## config.mk

```make
export PLATFORM = sky130hd
export DESIGN_NAME = status_stack
export DESIGN_NICKNAME = d
export VERILOG_FILES = /design/src/rtl/status_stack.sv
export SDC_FILE = /design/constraint.sdc
export NUM_CORES = 1
export LEC_CHECK = 0
export ABC_CLOCK_PERIOD_IN_PS = 2300
export CAP_MARGIN = 20
export CORE_ASPECT_RATIO = 1.5
export CORE_MARGIN = 4
export CORE_UTILIZATION = 40
export DETAILED_ROUTE_END_ITERATION = 12
export PLACE_DENSITY = 0.69
export SLEW_MARGIN = 15
export SYNTH_ARGS = -nofsm -noshare
export SYNTH_HDL_FRONTEND = slang
export SYNTH_SLANG_ARGS = --single-unit
```

## constraint.sdc

```tcl
create_clock -name clk -period 2.3 [get_ports clk]
set_input_delay 0.345 -clock clk [delete_from_list [all_inputs] [get_ports clk]]
set_output_delay 0.345 -clock clk [all_outputs]
set_load 0.01 [all_outputs]
```

## src/rtl/status_stack.sv

```systemverilog
// Status flag register with a small LIFO save/restore stack for interrupt/call entry and return.
// Define STATUS_STACK_ERR_EN to implement the sticky ovf_err/unf_err bits; otherwise they read 0.
module status_stack #(
    parameter int NFLAGS = 4,
    parameter int DEPTH  = 4
) (
    input  logic                         clk,
    input  logic                         rst_n,
    input  logic [NFLAGS-1:0]            flags_in,
    input  logic [NFLAGS-1:0]            flag_we,
    input  logic                         sw_we,
    input  logic [NFLAGS-1:0]            sw_data,
    input  logic                         push,
    input  logic                         pop,
    input  logic                         err_clr,
    output logic [NFLAGS-1:0]            flags,
    output logic [$clog2(DEPTH+1)-1:0]   level,
    output logic                         full,
    output logic                         empty,
    output logic                         ovf_err,
    output logic                         unf_err
);

    localparam int LW = $clog2(DEPTH + 1);
    localparam int AW = (DEPTH > 1) ? $clog2(DEPTH) : 1;

    logic [NFLAGS-1:0] flags_reg;
    logic [NFLAGS-1:0] flags_next;
    logic [NFLAGS-1:0] alu_next;
    logic [LW-1:0]     level_reg;
    logic [LW-1:0]     level_next;
    logic [LW-1:0]     level_dec;
    logic [AW-1:0]     wr_ptr;
    logic [AW-1:0]     rd_ptr;
    logic [NFLAGS-1:0] slot_mem [DEPTH];

    logic do_push;
    logic do_pop;
    logic ovf_event;
    logic unf_event;

    // A simultaneous push and pop cancels out and is never an error.
    assign do_push   = push & ~pop & ~full;
    assign do_pop    = pop & ~push & ~empty;
    assign ovf_event = push & ~pop & full;
    assign unf_event = pop & ~push & empty;

    assign full      = (level_reg == LW'(DEPTH));
    assign empty     = (level_reg == '0);
    assign level_dec = level_reg - LW'(1);
    assign wr_ptr    = level_reg[AW-1:0];
    assign rd_ptr    = level_dec[AW-1:0];

    generate
        for (genvar gi = 0; gi < NFLAGS; gi++) begin : g_mask
            assign alu_next[gi] = flag_we[gi] ? flags_in[gi] : flags_reg[gi];
        end
    endgenerate

    always_comb begin
        flags_next = alu_next;
        if (do_pop) begin
            flags_next = slot_mem[rd_ptr];
        end else if (sw_we) begin
            flags_next = sw_data;
        end
    end

    always_comb begin
        level_next = level_reg;
        if (do_push) begin
            level_next = level_reg + LW'(1);
        end else if (do_pop) begin
            level_next = level_dec;
        end
    end

    always_ff @(posedge clk or negedge rst_n) begin
        if (!rst_n) begin
            flags_reg <= '0;
            level_reg <= '0;
        end else begin
            flags_reg <= flags_next;
            level_reg <= level_next;
        end
    end

    // Slot storage is not reset; the pushed value is the flags before this edge's update.
    always_ff @(posedge clk) begin
        if (rst_n && do_push) begin
            slot_mem[wr_ptr] <= flags_reg;
        end
    end

`ifdef STATUS_STACK_ERR_EN
    logic ovf_reg;
    logic unf_reg;

    always_ff @(posedge clk or negedge rst_n) begin
        if (!rst_n) begin
            ovf_reg <= 1'b0;
            unf_reg <= 1'b0;
        end else begin
            ovf_reg <= ovf_event | (ovf_reg & ~err_clr);
            unf_reg <= unf_event | (unf_reg & ~err_clr);
        end
    end

    assign ovf_err = ovf_reg;
    assign unf_err = unf_reg;
`else
    logic unused_err;
    assign unused_err = err_clr | ovf_event | unf_event;
    assign ovf_err    = 1'b0;
    assign unf_err    = 1'b0;
`endif

    assign flags = flags_reg;
    assign level = level_reg;

endmodule

```

==> flow_summary.yaml, run 1 <==
status:
  status: "finished, final reports clean"
critical_path:
  critPathKind: "reg2out"
  cpPeakStageDelay_ps: 540
  cp_cell_sequence: "inv_1 -> ha_1 -> ha_1 -> clkdlybuf4s50_1"
  cp_max_fo: 5
  required_ps: 1960
  path_common_cell: "ha_1"
  cp.arrival_ps: 1730
  cp-start-kind: "flop"
  cp-end-kind: "output pin"
  crit_path_top_delay_cell: "clkdlybuf4s50_1"
  ff2ff_path_depth: 8
die:
  die-width_um: 51.0
  dieArea_mm2: 0.00370
  die_y_um: 72.6
  start_util: 0.415
  rows: 23
  boundaryPins: 29
  core_mm2: 0.00268
clock_network:
  post_cts_resize_count: 0
  root_buffer: "clkbuf_8"
  clock-sinks: 23
  clockBufferDepth: 2
  numCtsBuffers: 3
  htreeDepth: 1
  clk_latency_ps: 250
  hold_buffers: 0
  post_cts_buffers: 0
  clkSlewWorstSetupHoldPaths_ps: 70
  tritoncts: "built"
synthesis:
  syn_inst: 81
  synthTopCellsByArea: "edfxtp_1 43%, dfrtp_1 16%, mux4_2 8.1%"
  synth_top_area_cell: "edfxtp_1"
  synth-edff-count: 16
  synth.distinct_cells: 22
  async_flop_share: 0.304
  yosysWarningCount: 0
  avgSynthCellArea_um2: 13.7
  yosysTopAreaCellShare: 0.432
  ys_ff_latch: 23
  ys_top_cells_by_count: "16 x edfxtp_1, 7 x dfrtp_1, 6 x a21oi_1, 6 x ha_1, 6 x inv_1"
  yosysSeqAreaShare: 0.590
  synth-main-ff-cell: "edfxtp_1"
  yosysMostFrequentCell: "edfxtp_1"
  syn-cell-area_mm2: 0.00111
route:
  routedWlPerCell_um: 14.0
  vias: 679
  drc: 0
  first_pass_iters: 4
  totalWireLength_um: 2040
  vias_per_cell: 4.68
  drt_iter0_markers: 20
  final_antenna_net_count: 0
sta:
  finalSetupTns_ps: 0
  slew_violations: 0
  rsz0062_at_grt: "false"
  fin_skew_ps: 2.35
  report.final.setup_viol: 0
  max_freq_ghz: 0.481
  fin_crit_ps: 2080
  fin_crit_sh: 0.904
  hold_ws_ps: 329
  hold_viol_final: 0
cells_and_area:
  antenna_cells: 0
  largest_reg_flops: 16
  seqCellArea_um2: 656
  multi_input_area_um2: 390
  fin_nets: 133
  area_growth_pct: 28.9
  stdcell_area_mm2: 0.00143
  fill_cells: 241
  drive_gt1_frac: 0.130
  final_core_utilization: 0.535
hold_path:
  hp-class: "in2async"
global_route:
  grt_pass1_wl_um: 3330
  grt_max_degree: 13
  grt_use_total: 0.121
  antenna_found_initial: 0
  grt_pass1_vias: 731
  overflow: 0
placed_design:
  place_hpwl_um: 1630
  dpl_cell_area_mm2: 0.00139
  port_buffers: 25
  gp_congestion: 0.695
power_and_ir_drop:
  ir_drop_mv: 0.532
  power.density_mw_per_mm2: 970
  cellLeakagePower_uw: 0.000573
run:
  maxCapViolCount: 0
==> path summary, 6_finish.rpt <==
path	startpoint	to	slack (ps)
setup / recovery	level[1]$_DFFE_PN0P_	empty	220
hold / removal	rst_n	level[2]$_DFFE_PN0P_	330
setup reg to reg	level[1]$_DFFE_PN0P_	level[1]$_DFFE_PN0P_	520
hold reg to reg	flags[1]$_DFFE_PN0P_	slot_mem[1][1]$_DFFE_PP_	560
max in group asynchronous	rst_n	flags[3]$_DFFE_PN0P_	1610
min in group clk	flags[1]$_DFFE_PN0P_	slot_mem[1][1]$_DFFE_PP_	560
==> per-layer routing <==
| metal | global-route usage | wire length [um] |
|---|---|---|
| met5 | 0 | 0 |
| met4 | 0.0449 | 16 |
| met3 | 0.0205 | 47 |
| met2 | 0.225 | 1130 |
| met1 | 0.135 | 845 |
==> worst max-delay path: cells and delay by family, from the launching register on <==
kind | cells | cell delay [ps]
fa+ha+maj | 2 | 370
buf+inv | 2 | 680
flops | 1 | 430
==> placed cells by master, fill, tap and decap left out, drive strengths merged, types with 2 or more instances in the layout <==
cell,count
clkdlybuf4s50,25
edfxtp,16
dfrtp,7
inv,6
a21oi,6
ha,6
nand2,5
mux2i,5
nor2,5
and3,4
mux4,4
o21ai,4
clkbuf,4
buf,3
conb,2
==> metrics by stage <==
step	instances	power [uW]	setup slack, ps
floorplan	82	948	448
global placement	141	1160	524
detailed placement	141	1180	495
CTS	145	1410	202
global route	145	1490	92.7
finish	145	1390	221
==> where the power goes <==
part	internal [uW]	switching (uW)
sequential	530	56.2
clock	123	112
combinational	307	261
total	960	429
==> area by class of cell <==
type	count	area share
flip-flops and latches	23	0.458
multi-input cells	47	0.272
repair buffers	28	0.190
well taps	37	0.0323
clock buffers	4	0.0314
inverters	6	0.0157
==> logic make-up after synthesis <==
group | synth area share
AO/OA/AOI/OAI | 0.0676
XOR/XNOR | 0.00788
adder cells (fa/ha/maj) | 0.0676
buffers and inverters | 0.0619
flip-flops | 0.590
multiplexers | 0.126
other | 0.00338
AND/OR/NAND/NOR | 0.0755
Note: power is estimated with default switching activity, not from simulation.
==> run 2, diff against run 1 <==
CORE_UTILIZATION = 47   (was 40)
PLACE_DENSITY = 0.79   (was 0.69)
==> run 2 against run 1 <==
  * Largest power group unchanged
  * Combinational power barely moved
  * Cell count fell by 9.7%
  * Power fell by 3.9%
==> flow_summary.yaml, run 2 (synthesis gave the netlist of run 1 again) <==
status:
  status: "finished, final reports clean"
route:
  drc: 0
  routedWlPerCell_um: 15.9
  final_antenna_net_count: 0
  drt_iter0_markers: 8
  vias_per_cell: 5.38
  first_pass_iters: 4
  totalWireLength_um: 2080
  vias: 705
global_route:
  overflow: 0
  grt_pass1_vias: 778
  grt_pass1_wl_um: 3510
  antenna_found_initial: 0
  grt_max_degree: 14
  grt_use_total: 0.155
sta:
  fin_crit_sh: 0.928
  hold_ws_ps: 292
  fin_crit_ps: 2130
  fin_skew_ps: 1.53
  hold_viol_final: 0
  max_freq_ghz: 0.469
  rsz0062_at_grt: "false"
  slew_violations: 0
  report.final.setup_viol: 0
  finalSetupTns_ps: 0
critical_path:
  path_common_cell: "ha_1"
  cp-start-kind: "flop"
  cpPeakStageDelay_ps: 540
  cp_cell_sequence: "inv_1 -> ha_1 -> ha_1 -> clkdlybuf4s50_1"
  reg2reg_to: "level[1]$_DFFE_PN0P_"
  critPathKind: "reg2out"
  cp.arrival_ps: 1790
  worstSetupPathDepth: 4
  cp-end-kind: "output pin"
  required_ps: 1960
  worst-path-buf-inv: 2
  rr_startpoint: "level[1]$_DFFE_PN0P_"
  cp_max_fo: 5
  ff2ff_path_depth: 8
  crit_path_top_delay_cell: "clkdlybuf4s50_1"
  cp_top_family: "buffers and inverters"
  r2r_slack_ps: 560
clock_network:
  hold_buffers: 0
  clkSlewWorstSetupHoldPaths_ps: 110
  clockBufferDepth: 2
  clock-sinks: 23
  root_buffer: "clkbuf_4"
  htreeDepth: 1
  tritoncts: "built"
  numCtsBuffers: 3
  clk_latency_ps: 310
cells_and_area:
  drive_gt1_frac: 0.148
  fill_cells: 188
  area_growth_pct: 25.9
  fin_nets: 133
  final_cell_mix: "25 x clkdlybuf4s50_1, 16 x edfxtp_1"
  largest_reg_flops: 16
  mostFrequentLayoutCell: "clkdlybuf4s50_1"
  antenna_cells: 0
die:
  die-width_um: 47.7
  rows: 21
  die_y_um: 67.5
  boundaryPins: 29
  start_util: 0.492
  core_mm2: 0.00226
  dieArea_mm2: 0.00322
placed_design:
  gp_congestion: 0.722
  place_hpwl_um: 1620
  port_buffers: 25
run:
  maxCapViolCount: 0
power_and_ir_drop:
  ir_drop_mv: 0.585
  power.density_mw_per_mm2: 954
  cellLeakagePower_uw: 0.000567
hold_path:
  hp-class: "in2async"
[run 2: worst max path at each step]
| stage | startpoint | end | slack, ps |
|---|---|---|---|
| 4_1_cts | level[1]$_DFFE_PN0P_ | empty | 140 |
| 5_1_grt | level[1]$_DFFE_PN0P_ | empty | 20 |
| 3_5_place_dp | level[1]$_DFFE_PN0P_ | empty | 510 |
| 6_report | level[1]$_DFFE_PN0P_ | empty | 170 |
| 2_1_floorplan | level[0]$_DFFE_PN0P_ | level[0]$_DFFE_PN0P_ | 450 |
| 3_3_place_gp | level[1]$_DFFE_PN0P_ | empty | 520 |
[run 2: through the flow]
stage	instances	power (uW)	utilization	setup slack, ps	cell area (um2)
after floorplan	82	948	-	448	1110
after global placement	127	1150	0.606	518	1370
after detailed placement	127	1160	0.606	511	1370
after CTS	131	1350	0.618	135	1400
after global routing	131	1430	0.619	17.6	1400
final	131	1330	0.619	166	1400
[run 2: final cells by class]
type,count,area (um2),area share
Clock inverter,1,5.00,0.00358
Timing Repair Buffer,28,273,0.195
Inverter,6,22.5,0.0161
Sequential cell,23,657,0.470
Multi-Input combinational cell,47,390,0.279
Clock buffer,3,22.5,0.0161
Tap cell,23,28.8,0.0206
[run 2: layer usage]
metal / wire [um] / share of wire / track usage
met2: 1150 / 0.55 / 0.257
met5: 0 / 0 / 0
met3: 43 / 0.021 / 0.0187
met4: 51 / 0.025 / 0.0808
met1: 839 / 0.40 / 0.188
[run 2: timing repair]
item | CTS | global route
gates resized for setup | 0 | 1
setup endpoints to repair | 0 | 1
buffers inserted | 0 | 0
[run 2: where the power goes]
| part | switching, uW | internal [uW] | leakage [uW] | total, uW |
|---|---|---|---|---|
| clock network | 112 | 65.0 | 0.0000177 | 177 |
| logic | 262 | 307 | 0.000323 | 569 |
| registers | 57.1 | 531 | 0.000227 | 588 |
[run 2: worst reg2reg max path: stages, from the launching register on]
cell and delay (ps):
dfrtp_2 430, inv_1 100, ha_1 200, ha_1 200, nor3b_1 190, buf_4 210, inv_1 70, a21oi_1 140
a21boi_1 80
